### src/rtl/pipe_stage_reg.sv
// Elastic pipeline stage register: main entry plus one skid entry under valid/ready.
// Optional stall/bubble perf counters are compiled in with `define PIPE_STAGE_PERF_EN.
module pipe_stage_reg #(
    parameter int              DATA_W    = 128,
    parameter int              CTRL_W    = 16,
    parameter logic [CTRL_W-1:0] CTRL_RST = {CTRL_W{1'b0}},
    parameter bit              GATE_CTRL = 1'b1,
    parameter int              CNT_W     = 32
) (
    input  logic              clk_i,
    input  logic              rst_i,
    input  logic              flush_i,
    input  logic              in_valid_i,
    output logic              in_ready_o,
    input  logic [DATA_W-1:0] in_data_i,
    input  logic [CTRL_W-1:0] in_ctrl_i,
    output logic              out_valid_o,
    input  logic              out_ready_i,
    output logic [DATA_W-1:0] out_data_o,
    output logic [CTRL_W-1:0] out_ctrl_o,
`ifdef PIPE_STAGE_PERF_EN
    output logic [CNT_W-1:0]  stall_cnt_o,
    output logic [CNT_W-1:0]  bubble_cnt_o,
`endif
    output logic              out_null_o
);

    logic              m_v_q, m_v_d;
    logic [DATA_W-1:0] m_data_q, m_data_d;
    logic [CTRL_W-1:0] m_ctrl_q, m_ctrl_d;
    logic              s_v_q, s_v_d;
    logic [DATA_W-1:0] s_data_q, s_data_d;
    logic [CTRL_W-1:0] s_ctrl_q, s_ctrl_d;
    logic              in_fire;

    if (CNT_W < 1) begin : g_bad_cnt_w
        $error("CNT_W must be at least 1");
    end

    assign in_ready_o  = ~s_v_q;
    assign in_fire     = in_valid_i & in_ready_o;
    assign out_valid_o = m_v_q;
    assign out_null_o  = ~m_v_q;
    assign out_data_o  = m_data_q;

    if (GATE_CTRL) begin : g_gate_ctrl
        assign out_ctrl_o = m_v_q ? m_ctrl_q : CTRL_RST;
    end else begin : g_raw_ctrl
        assign out_ctrl_o = m_ctrl_q;
    end

    always_comb begin
        m_v_d    = m_v_q;
        m_data_d = m_data_q;
        m_ctrl_d = m_ctrl_q;
        s_v_d    = s_v_q;
        s_data_d = s_data_q;
        s_ctrl_d = s_ctrl_q;
        if (flush_i) begin
            m_v_d    = 1'b0;
            s_v_d    = 1'b0;
            m_ctrl_d = CTRL_RST;
            s_ctrl_d = CTRL_RST;
        end else if (!m_v_q || out_ready_i) begin
            if (s_v_q) begin
                m_v_d    = 1'b1;
                m_data_d = s_data_q;
                m_ctrl_d = s_ctrl_q;
                s_v_d    = 1'b0;
            end else begin
                // Payload loads even without a fire; only m_v qualifies it.
                m_v_d    = in_fire;
                m_data_d = in_data_i;
                m_ctrl_d = in_ctrl_i;
            end
        end else if (in_fire) begin
            s_v_d    = 1'b1;
            s_data_d = in_data_i;
            s_ctrl_d = in_ctrl_i;
        end
    end

    always_ff @(posedge clk_i or posedge rst_i) begin
        if (rst_i) begin
            m_v_q    <= 1'b0;
            m_data_q <= '0;
            m_ctrl_q <= CTRL_RST;
            s_v_q    <= 1'b0;
            s_data_q <= '0;
            s_ctrl_q <= CTRL_RST;
        end else begin
            m_v_q    <= m_v_d;
            m_data_q <= m_data_d;
            m_ctrl_q <= m_ctrl_d;
            s_v_q    <= s_v_d;
            s_data_q <= s_data_d;
            s_ctrl_q <= s_ctrl_d;
        end
    end

`ifdef PIPE_STAGE_PERF_EN
    logic [CNT_W-1:0] stall_cnt_q, stall_cnt_d;
    logic [CNT_W-1:0] bubble_cnt_q, bubble_cnt_d;

    // Saturating counters; flush does not touch them.
    always_comb begin
        stall_cnt_d  = stall_cnt_q;
        bubble_cnt_d = bubble_cnt_q;
        if (m_v_q && !out_ready_i && (stall_cnt_q != {CNT_W{1'b1}}))
            stall_cnt_d = stall_cnt_q + 1'b1;
        if (!m_v_q && (bubble_cnt_q != {CNT_W{1'b1}}))
            bubble_cnt_d = bubble_cnt_q + 1'b1;
    end

    always_ff @(posedge clk_i or posedge rst_i) begin
        if (rst_i) begin
            stall_cnt_q  <= '0;
            bubble_cnt_q <= '0;
        end else begin
            stall_cnt_q  <= stall_cnt_d;
            bubble_cnt_q <= bubble_cnt_d;
        end
    end

    assign stall_cnt_o  = stall_cnt_q;
    assign bubble_cnt_o = bubble_cnt_q;
`endif

endmodule

### config.mk
export PLATFORM = sky130hd
export DESIGN_NAME = pipe_stage_reg
export DESIGN_NICKNAME = d
export VERILOG_FILES = /design/src/rtl/pipe_stage_reg.sv
export SDC_FILE = /design/constraint.sdc
export NUM_CORES = 1
export LEC_CHECK = 0
export CAP_MARGIN = 20
export CORE_MARGIN = 5
export CORE_UTILIZATION = 35
export CTS_CLUSTER_SIZE = 16
export DETAILED_ROUTE_END_ITERATION = 8
export HOLD_SLACK_MARGIN = 0.15
export SETUP_SLACK_MARGIN = 0.2
export SLEW_MARGIN = 20
export SYNTH_ARGS = -nofsm -noshare
export SYNTH_HDL_FRONTEND = slang
export SYNTH_SLANG_ARGS = --single-unit
### constraint.sdc
create_clock -name clk_i -period 18.95 [get_ports clk_i]
set_clock_uncertainty 0.2 [all_clocks]
set_input_delay 3.79 -clock clk_i [delete_from_list [all_inputs] [get_ports clk_i]]
set_output_delay 3.79 -clock clk_i [all_outputs]
set_load 0.02 [all_outputs]
==> results of run 1 <==
==> per-layer routing <==
metal  up-vias  track usage [%]  part of all wire (%)
met2       208            23.62                    45
met5         -                0                  0.11
met4         6            3.950                   2.3
li1       3483                -                     -
met3        50            5.311                   8.1
met1      3889            20.64                    45
==> state kept, by name, indices dropped and copies added, names as in the netlist <==
register / flops
out_data_o: 128
s_data_q: 128
out_valid_o: 1
m_ctrl_q: 16
s_v_q: 1
s_ctrl_q: 16
==> power by group through the flow <==
stage | Combinational (W) | Sequential (W) | Clock [W]
after detailed placement | 0.000334 | 0.000795 | 0
after CTS | 0.000335 | 0.000785 | 0.000652
final | 0.000329 | 0.000784 | 0.000627
after global placement | 0.000328 | 0.000791 | 0
after floorplan | 0.000143 | 0.000828 | 0
after global routing | 0.000355 | 0.000798 | 0.000674
==> cell usage after synthesis <==
master     number  share of area (%)
buf_2          24               0.96
o2bb2ai_1      16                1.1
mux2_2        340                 31
inv_1           4               0.12
buf_8           4               0.48
nand2b_4        1               0.11
a22o_1         16                1.1
dfrtp_1       290                 58
and2_1         16               0.80
mux2_1         44                3.9
a41oi_2         1               0.13
a21oi_1         2              0.080
nor3_1          1              0.040
buf_4          14               0.84
mux2i_1        16                1.3
nor2_1          2              0.060
clkbuf_1        6               0.18
nand2b_1        1              0.050
nor4b_2         1               0.12
buf_1           2              0.060
buf_6           2               0.18
==> through the flow <==
stage | cells | utilization, %
final | 1576 | 47.79
after CTS | 1574 | 47.71
after floorplan | 803 | -
after detailed placement | 1515 | 44.69
after global routing | 1576 | 47.79
after global placement | 1515 | 44.66
==> final cells by class <==
cell class | instances | area (µm²) | area share [%]
clock inverters | 2 | 10.01 | 0.05902
repair buffers | 304 | 3053 | 18.00
inverters | 4 | 22.52 | 0.1328
well taps | 461 | 576.8 | 3.401
multi-input cells | 457 | 4972 | 29.32
flip-flops and latches | 290 | 7261 | 42.81
clock buffers | 57 | 1061 | 6.256
diodes | 1 | 2.502 | 0.01476
==> cells by family (layout without fill, tap and decap cells) <==
family,after synthesis,after routing
compound gates,35,35
buf+inv,56,367
flops,290,290
mux,400,400
other cells,0,1
simple gates,22,22
==> path summary, 6_finish.rpt <==
check,startpoint,endpoint,slack (ns),cells after the start
min in group asynchronous,rst_i,out_data_o[65],3.60,2
hold reg to reg,s_data_q[115],s_data_q[115],0.28,1
setup / recovery,out_valid_o,out_ctrl_o[1],12.51,2
hold / removal,s_data_q[115],s_data_q[115],0.28,1
setup reg to reg,out_valid_o,s_data_q[53],15.58,5
max in group asynchronous,rst_i,s_data_q[47],13.38,4
==> key figures, run 1 <==
Run status
  • Status: completed

Final layout
  • Share of layout cells above drive strength 1: 36.00%
  • Final net count: 1241
  • Fill cells: 3180
  • Most common cell after layout, fill and taps aside: mux2_2
  • Commonest cells after routing, fill and taps aside: 340 x mux2_2, 295 x clkdlybuf4s50_1, 289 x dfrtp_1
  • Area growth syn-to-layout: 35.15%
  • Fin area: between 15000 and 20000 µm²

Power
  • Switch share: approximately 25%
  • Share of power burned in registers: 45.1%
  • LEAKAGE: 6.934 nW
  • Worst ir drop on vdd: between 0.06 and 0.07 mV
  • Switching power total: roughly 0.00044 W
  • Clock share of power: ~36%
  • Total Power: roughly 0.0017 W
  • Pwr/cell area: between 100 and 150 nW/µm²
  • Pint: roughly 0.0013 W
  • Logic pwr share: between 10% and 20%

CTS
  • Longest Clk Path Bufs: 3
  • Clk slew on worst S/H paths: approximately 0.050 ns
  • CTS tree: done
  • # Post-CTS Setup Buffers: 0
  • CTS Buf Count: 35
  • Clock sinks: between 200 and 300
  • # resized after CTS: 0
  • Root Buffer: clkbuf_16
  • # hold bufs at CTS: 0
  • Clock latency on the worst-skew pair: 0.50 ns
  • H-tree depth: 2

Place
  • Post-place setup slack: roughly 12 ns
  • IO buf count: a little under 300
  • DP Area: between 15000 and 20000 µm²
  • Final HPWL DP: 19580 µm
  • Gpl congestion: ~0.73

Routing
  • Routed Antenna Nets: 0
  • Drt pass-1 iters: 4
  • Via count: between 7k and 8k
  • Vias per cell: 4.845
  • Drt total wl: around 31000 µm
  • Initial DRC Count: 162
  • DRC Markers: 0
  • Average wire per standard cell: 19.75 µm

Setup path
  • Kind of cell adding the most delay to the critical path: flip-flops
  • Crit path DAT: about 2.5 ns
  • Slowest CP cell: dfrtp_1
  • Worst setup SP type: flip-flop
  • Setup crit end kind: output pin
  • Critical Path Max Stage Delay: slightly above 1 ns
  • Crit path cell chain: and2_1, clkdlybuf4s50_1
  • WP data required: roughly 15 ns
  • CP bufs+invs: 1
  • Critical path class: reg -> out
  • Max Fanout on Critical Path: 21

Synthesis
  • Mux contribution to synthesized area: approximately 36%
  • Synthesized instance count: 803
  • Post-synthesis xor/xnor area fraction: 0%
  • Syn. warnings: 0
  • Post-Synth Simple-Gate Area: under 10%
  • Mapped Nets: 952
  • Synthesized area: 12550 µm²
  • Main combinational cell family by area after synthesis: multiplexers
  • Complex-gate fraction of the synthesized area: roughly 2.4%
  • Post-synthesis cell type count: 21
  • Post-synthesis adder-cell area fraction: 0%
  • Post-synthesis sequential area ratio: 57.83%
  • FF+latch count, synth: 290
  • Mapped Avg Cell Area: between 15 and 20 µm²

Timing
  • Final min period: approximately 6.4 ns
  • Setup TNS: 0 ns
  • Post-route worst setup slack: roughly 13 ns
  • Slew headroom: approximately 29%
  • Final count of hold timing violations: 0
  • Final Slew Violations: 0
  • Final period utilization: between 30% and 40%
  • WHS: between 0.2 and 0.3 ns
  • Final setup fails: 0
  • Worst-margin pin slew: ~1.1 ns
  • Fmax achieved: around 0.16 GHz
  • RSZ-0062 raised after global routing: false

Floorplan
  • Rows: 69
  • Starting density of the core: a little over a third
  • Die Span Y: between 150 and 200 µm
  • I/O pin count: around 300
  • Die area: 39740 µm²
  • CORE AREA: roughly 35000 µm²
  • Die W: ~200 µm

Global route
  • Vias in the first global route: between 8k and 9k
  • Largest net degree at the start of global routing: roughly 180
  • GRT Util Overall: between 15 and 20%
  • Global-route wire length before repair: slightly below 50000 µm
  • Grt ovf: 0
  • Initial antenna violation count: 4

Flow run
  • Total of max-cap violations: 0

Min path
  • Hold Crit Class: reg -> reg
Power figures use the tool's default switching activity.
==> run 2: changes to the inputs <==
==> constraint.sdc (replaced) <==
create_clock -name clk_i -period 6.08 [get_ports clk_i]
set_clock_uncertainty 0.2 [all_clocks]
set_input_delay 1.216 -clock clk_i [delete_from_list [all_inputs] [get_ports clk_i]]
set_output_delay 1.216 -clock clk_i [all_outputs]
set_load 0.02 [all_outputs]
==> key figures, run 2 (synthesis results as in run 1) <==
CTS
  • Clock sinks: 290
  • # Post-CTS Setup Buffers: 0
  • CTS tree: done
  • CTS Buf Count: 34
  • # resized after CTS: 0
  • Longest Clk Path Bufs: 3
  • H-tree depth: 2
  • Clock latency on the worst-skew pair: 0.49 ns
  • # hold bufs at CTS: 0
  • Root Buffer: clkbuf_16
  • Clk slew on worst S/H paths: approximately 0.060 ns

Final layout
  • Most common cell after layout, fill and taps aside: mux2_2
  • Share of layout cells above drive strength 1: between 30% and 40%
  • Fill cells: between 3k and 4k
  • ANT cells: 0
  • Commonest cells after routing, fill and taps aside: 340 x mux2_2, 295 x clkdlybuf4s50_1, 289 x dfrtp_1
  • Multi-input gate area: about 5000 µm²
  • Sequential cell area: roughly 7300 µm²
  • Post-Route Utilization: between 40% and 50%
  • Area growth syn-to-layout: 35.73%
  • Final net count: 1241
  • Fin cells: between 1.5k and 2k
  • Fin area: about 17000 µm²

Power
  • Switch share: 24.93%
  • Pwr/cell area: approximately 320 nW/µm²
  • Logic pwr share: 18.5%
  • Pint: approximately 0.0042 W
  • Switching power total: ~0.0014 W
  • Clock share of power: a little under two fifths
  • Worst ir drop on vdd: 0.2005 mV
  • LEAKAGE: around 7.0 nW
  • Share of power burned in registers: about 44%

Setup path
  • Kind of cell adding the most delay to the critical path: flip-flops
  • Worst r2r path cells: 4
  • Max Fanout on Critical Path: 21
  • Slowest CP cell: dfrtp_1
  • Critical path class: reg -> out
  • Setup crit end kind: output pin
  • FF-to-FF setup slack: roughly 2.7 ns
  • Worst setup SP type: flip-flop
  • Critical Path Max Stage Delay: 1.01 ns
  • Crit path cell chain: and2_1, clkdlybuf4s50_1
  • WP data required: 4.66 ns
  • CP bufs+invs: 1
  • Crit path DAT: about 2.4 ns
  • WP depth: 2

Timing
  • Worst-margin pin slew: around 1.1 ns
  • Final setup fails: 0
  • RSZ-0062 raised after global routing: false
  • Final count of hold timing violations: 0
  • Slew headroom: 27.01%
  • Fmax achieved: 0.2603 GHz
  • Final min period: 3.842 ns
  • Setup TNS: 0 ns
  • Post-route worst setup slack: 2.238 ns
  • Final Slew Violations: 0
  • Final period utilization: between 60% and 70%

Run status
  • Status: completed

Floorplan
  • Die area: slightly below 40000 µm²
  • I/O pin count: roughly 300
  • Starting density of the core: about 35%
  • CORE AREA: ~35000 µm²
  • Die Span Y: roughly 200 µm
  • Die W: approximately 200 µm
  • Rows: between 60 and 70

Place
  • Gpl congestion: around 0.7
  • Post-place setup slack: between 2 and 2.5 ns
  • Cells after DPL: between 1.5k and 2k
  • DP Area: 15880 µm²
  • Final HPWL DP: between 15000 and 20000 µm
  • IO buf count: ~300

Routing
  • Average wire per standard cell: ~19 µm
  • Drt pass-1 iters: 4
  • Via count: ~7.6k
  • Drt total wl: about 30000 µm
  • Initial DRC Count: 227
  • Vias per cell: between 4 and 5
  • DRC Markers: 0
  • Routed Antenna Nets: 0

Min path
  • Hold Crit Depth: 1
  • Hold Crit Class: reg -> reg

Global route
  • Largest net degree at the start of global routing: 151
  • Vias in the first global route: 8329
  • GRT Util Overall: between 10% and 20%
  • Initial antenna violation count: 2
  • Global-route wire length before repair: approximately 48000 µm
  • Grt ovf: 0

Flow run
  • Total of max-cap violations: 0
## run 2: stage by stage
step	power [W]	hold slack [ns]
after floorplan	0.003027	0.2481
after global placement	0.003488	0.2614
after detailed placement	0.003516	0.2656
after CTS	0.005629	0.2815
after global routing	0.005808	0.2924
final	0.005530	0.2774
## run 2: metal layers
metal	share of wire, %	vias to the layer above	track usage (%)
li1	-	3487	-
met1	46	3869	21.05
met2	44	205	23.00
met3	8.3	42	5.463
met4	1.9	4	3.447
met5	0.069	-	0
## run 2: final timing paths
check,startpoint,end
min in group asynchronous,rst_i,s_data_q[62]
worst min-delay path,s_data_q[5],s_data_q[5]
worst max register to register,s_v_q,out_data_o[123]
worst min register to register,s_data_q[5],s_data_q[5]
max in group asynchronous,rst_i,s_v_q
worst max-delay path,out_valid_o,out_ctrl_o[8]
## run 2: power by group through the flow
stage,sequential [W],combinational (W),clock [W]
final,0.00244,0.00102,0.00207
after global routing,0.00249,0.00110,0.00222
after CTS,0.00245,0.00104,0.00214
after detailed placement,0.00248,0.00104,0
after global placement,0.00247,0.00102,0
after floorplan,0.00258,0.000446,0
## run 2: worst register-to-register path, delay by kind of cell (launching register included)
family | cells | cell delay, ns
multiplexers | 2 | 0.70
buffers and inverters | 2 | 1.65
flip-flops | 1 | 0.73
## run 2: final cells by class
| class | instances | share of cell area [%] |
|---|---|---|
| Inverter | 4 | 0.1102 |
| Tap cell | 461 | 3.387 |
| Clock buffer | 53 | 6.200 |
| Multi-Input combinational cell | 457 | 29.13 |
| Timing Repair Buffer | 305 | 18.00 |
| Sequential cell | 290 | 42.63 |
| Clock inverter | 8 | 0.5436 |
==> run 3: changes to the inputs <==
==> constraint.sdc (replaced) <==
create_clock -name clk_i -period 4 [get_ports clk_i]
set_clock_uncertainty 0.2 [all_clocks]
set_input_delay 0.8 -clock clk_i [delete_from_list [all_inputs] [get_ports clk_i]]
set_output_delay 0.8 -clock clk_i [all_outputs]
set_load 0.02 [all_outputs]
==> key figures, run 3 (synthesis results as in run 1) <==
Run status
  • Status: completed

Setup path
  • Worst Setup SP: out_valid_o
  • Critical Path Max Stage Delay: roughly 0.95 ns
  • Crit path DAT: 2.36 ns
  • Reg2reg end: s_data_q[47]
  • FF-to-FF setup slack: between 1 and 1.5 ns
  • Slowest CP cell: dfrtp_1
  • Crit path cell chain: and2_1, clkdlybuf4s50_1
  • WP data required: 3.00 ns
  • Critical path class: reg -> out
  • Crit path capture: out_ctrl_o[9]
  • Worst r2r path cells: 4
  • Reg-to-Reg Start: out_valid_o
  • Worst setup SP type: flip-flop
  • Setup crit end kind: output pin
  • Max Fanout on Critical Path: 21

Timing
  • Final period utilization: a little over four fifths
  • Fmax achieved: 0.2977 GHz
  • Slew headroom: between 30% and 40%
  • Final Slew Violations: 0
  • RSZ-0062 raised after global routing: false
  • Worst-margin pin slew: between 0.9 and 1 ns
  • Final min period: ~3.4 ns
  • Final count of hold timing violations: 0
  • Final setup fails: 0

Floorplan
  • Die W: between 150 and 200 µm
  • I/O pin count: 296
  • CORE AREA: approximately 35000 µm²
  • Die area: ~40000 µm²
  • Die Span Y: ~200 µm
  • Rows: 69
  • Starting density of the core: a little over a third

Final layout
  • Area growth syn-to-layout: 36.25%
  • Fin area: between 15000 and 20000 µm²
  • Most common cell after layout, fill and taps aside: mux2_2
  • Share of layout cells above drive strength 1: a little under two fifths
  • Multi-input gate area: about 5000 µm²
  • Commonest cells after routing, fill and taps aside: 340 x mux2_2, 295 x clkdlybuf4s50_1, 289 x dfrtp_1
  • Fill cells: between 3k and 4k
  • Fin cells: around 1.6k
  • Final net count: 1247
  • Sequential cell area: 7261 µm²

Power
  • Pwr/cell area: roughly 480 nW/µm²
  • Worst ir drop on vdd: 0.3125 mV
  • Total Power: about 0.0083 W
  • LEAKAGE: 6.999 nW

Flow run
  • Total of max-cap violations: 0

CTS
  • Clk slew on worst S/H paths: around 0.06 ns
  • Longest Clk Path Bufs: 3
  • Root Buffer: clkbuf_16
  • Clock latency on the worst-skew pair: 0.50 ns
  • # hold bufs at CTS: 0
  • CTS tree: done
  • CTS Buf Count: 34
  • # resized after CTS: 0
  • H-tree depth: 2
  • Clock sinks: 290
  • # Post-CTS Setup Buffers: 0

Place
  • DP Area: ~16000 µm²
  • Gpl congestion: around 0.72
  • IO buf count: roughly 300
  • Cells after DPL: ~1.5k
  • Final HPWL DP: 20190 µm

Routing
  • Via count: ~7.6k
  • Vias per cell: slightly below 5
  • DRC Markers: 0
  • Routed Antenna Nets: 0
  • Initial DRC Count: 222
  • Drt total wl: between 30000 and 40000 µm
  • Drt pass-1 iters: 4
  • Average wire per standard cell: 19.24 µm

Global route
  • Met2 Track Usage GR: 23.41%
  • GRT busiest layer: met2
  • GRT Util Overall: around 15%
  • M1 GR Usage: between 20% and 30%
  • Initial antenna violation count: 2
  • Largest net degree at the start of global routing: approximately 110
  • Met3 Use GR: 4.991%
  • Vias in the first global route: about 8.4k
  • Grt ovf: 0
  • Global-route wire length before repair: slightly below 50000 µm

Min path
  • Hold Crit Class: reg -> reg
-- run 3: routing by layer --
| layer | wire length [µm] | vias to the layer above |
|---|---|---|
| met5 | 34 | - |
| li1 | - | 3513 |
| met4 | 581 | 4 |
| met3 | 2343 | 46 |
| met2 | 13590 | 198 |
| met1 | 13900 | 3856 |
-- run 3: worst max-delay path: cells and delay by family (launching register included) --
family | cells | cell delay [ns]
buffers and inverters | 1 | 0.68
DFF | 1 | 0.95
and+or+nand+nor | 1 | 0.23
-- run 3: cell type report --
cell class / count / area share (%)
repair buffers: 311 / 18.70
multi-input cells: 457 / 29.02
flip-flops and latches: 290 / 42.47
clock inverters: 4 / 0.1171
inverters: 4 / 0.1098
diodes: 1 / 0.01464
clock buffers: 54 / 6.198
well taps: 461 / 3.374
-- run 3: how the worst min path moves through the flow --
stage | from | to | cells after the start | slack (ns)
global route | s_data_q[112] | s_data_q[112] | 1 | 0.29
global placement | s_data_q[119] | s_data_q[119] | 1 | 0.26
detailed placement | m_ctrl_q[6] | m_ctrl_q[6] | 1 | 0.27
finish | s_data_q[103] | s_data_q[103] | 1 | 0.28
CTS | s_data_q[113] | s_data_q[113] | 1 | 0.28
floorplan | m_ctrl_q[0] | m_ctrl_q[0] | 1 | 0.25
-- run 3: per-stage QoR --
stage               setup TNS, ns  utilization, %  worst slack (ns)  hold WS [ns]
global route                    0           48.18            0.4747        0.2931
detailed placement              0           45.14            0.9417        0.2658
CTS                             0           48.18            0.5512        0.2838
finish                          0           48.19            0.6415        0.2793
global placement                0           45.14            0.9352        0.2610
floorplan                 -245.68               -           -0.8472        0.2481
-- run 3: report_power, final --
part | internal (W) | switching [W] | leakage [nW]
registers | 0.00346 | 0.000255 | 3.52
logic | 0.000917 | 0.000650 | 2.94
clock network | 0.00181 | 0.00118 | 0.534
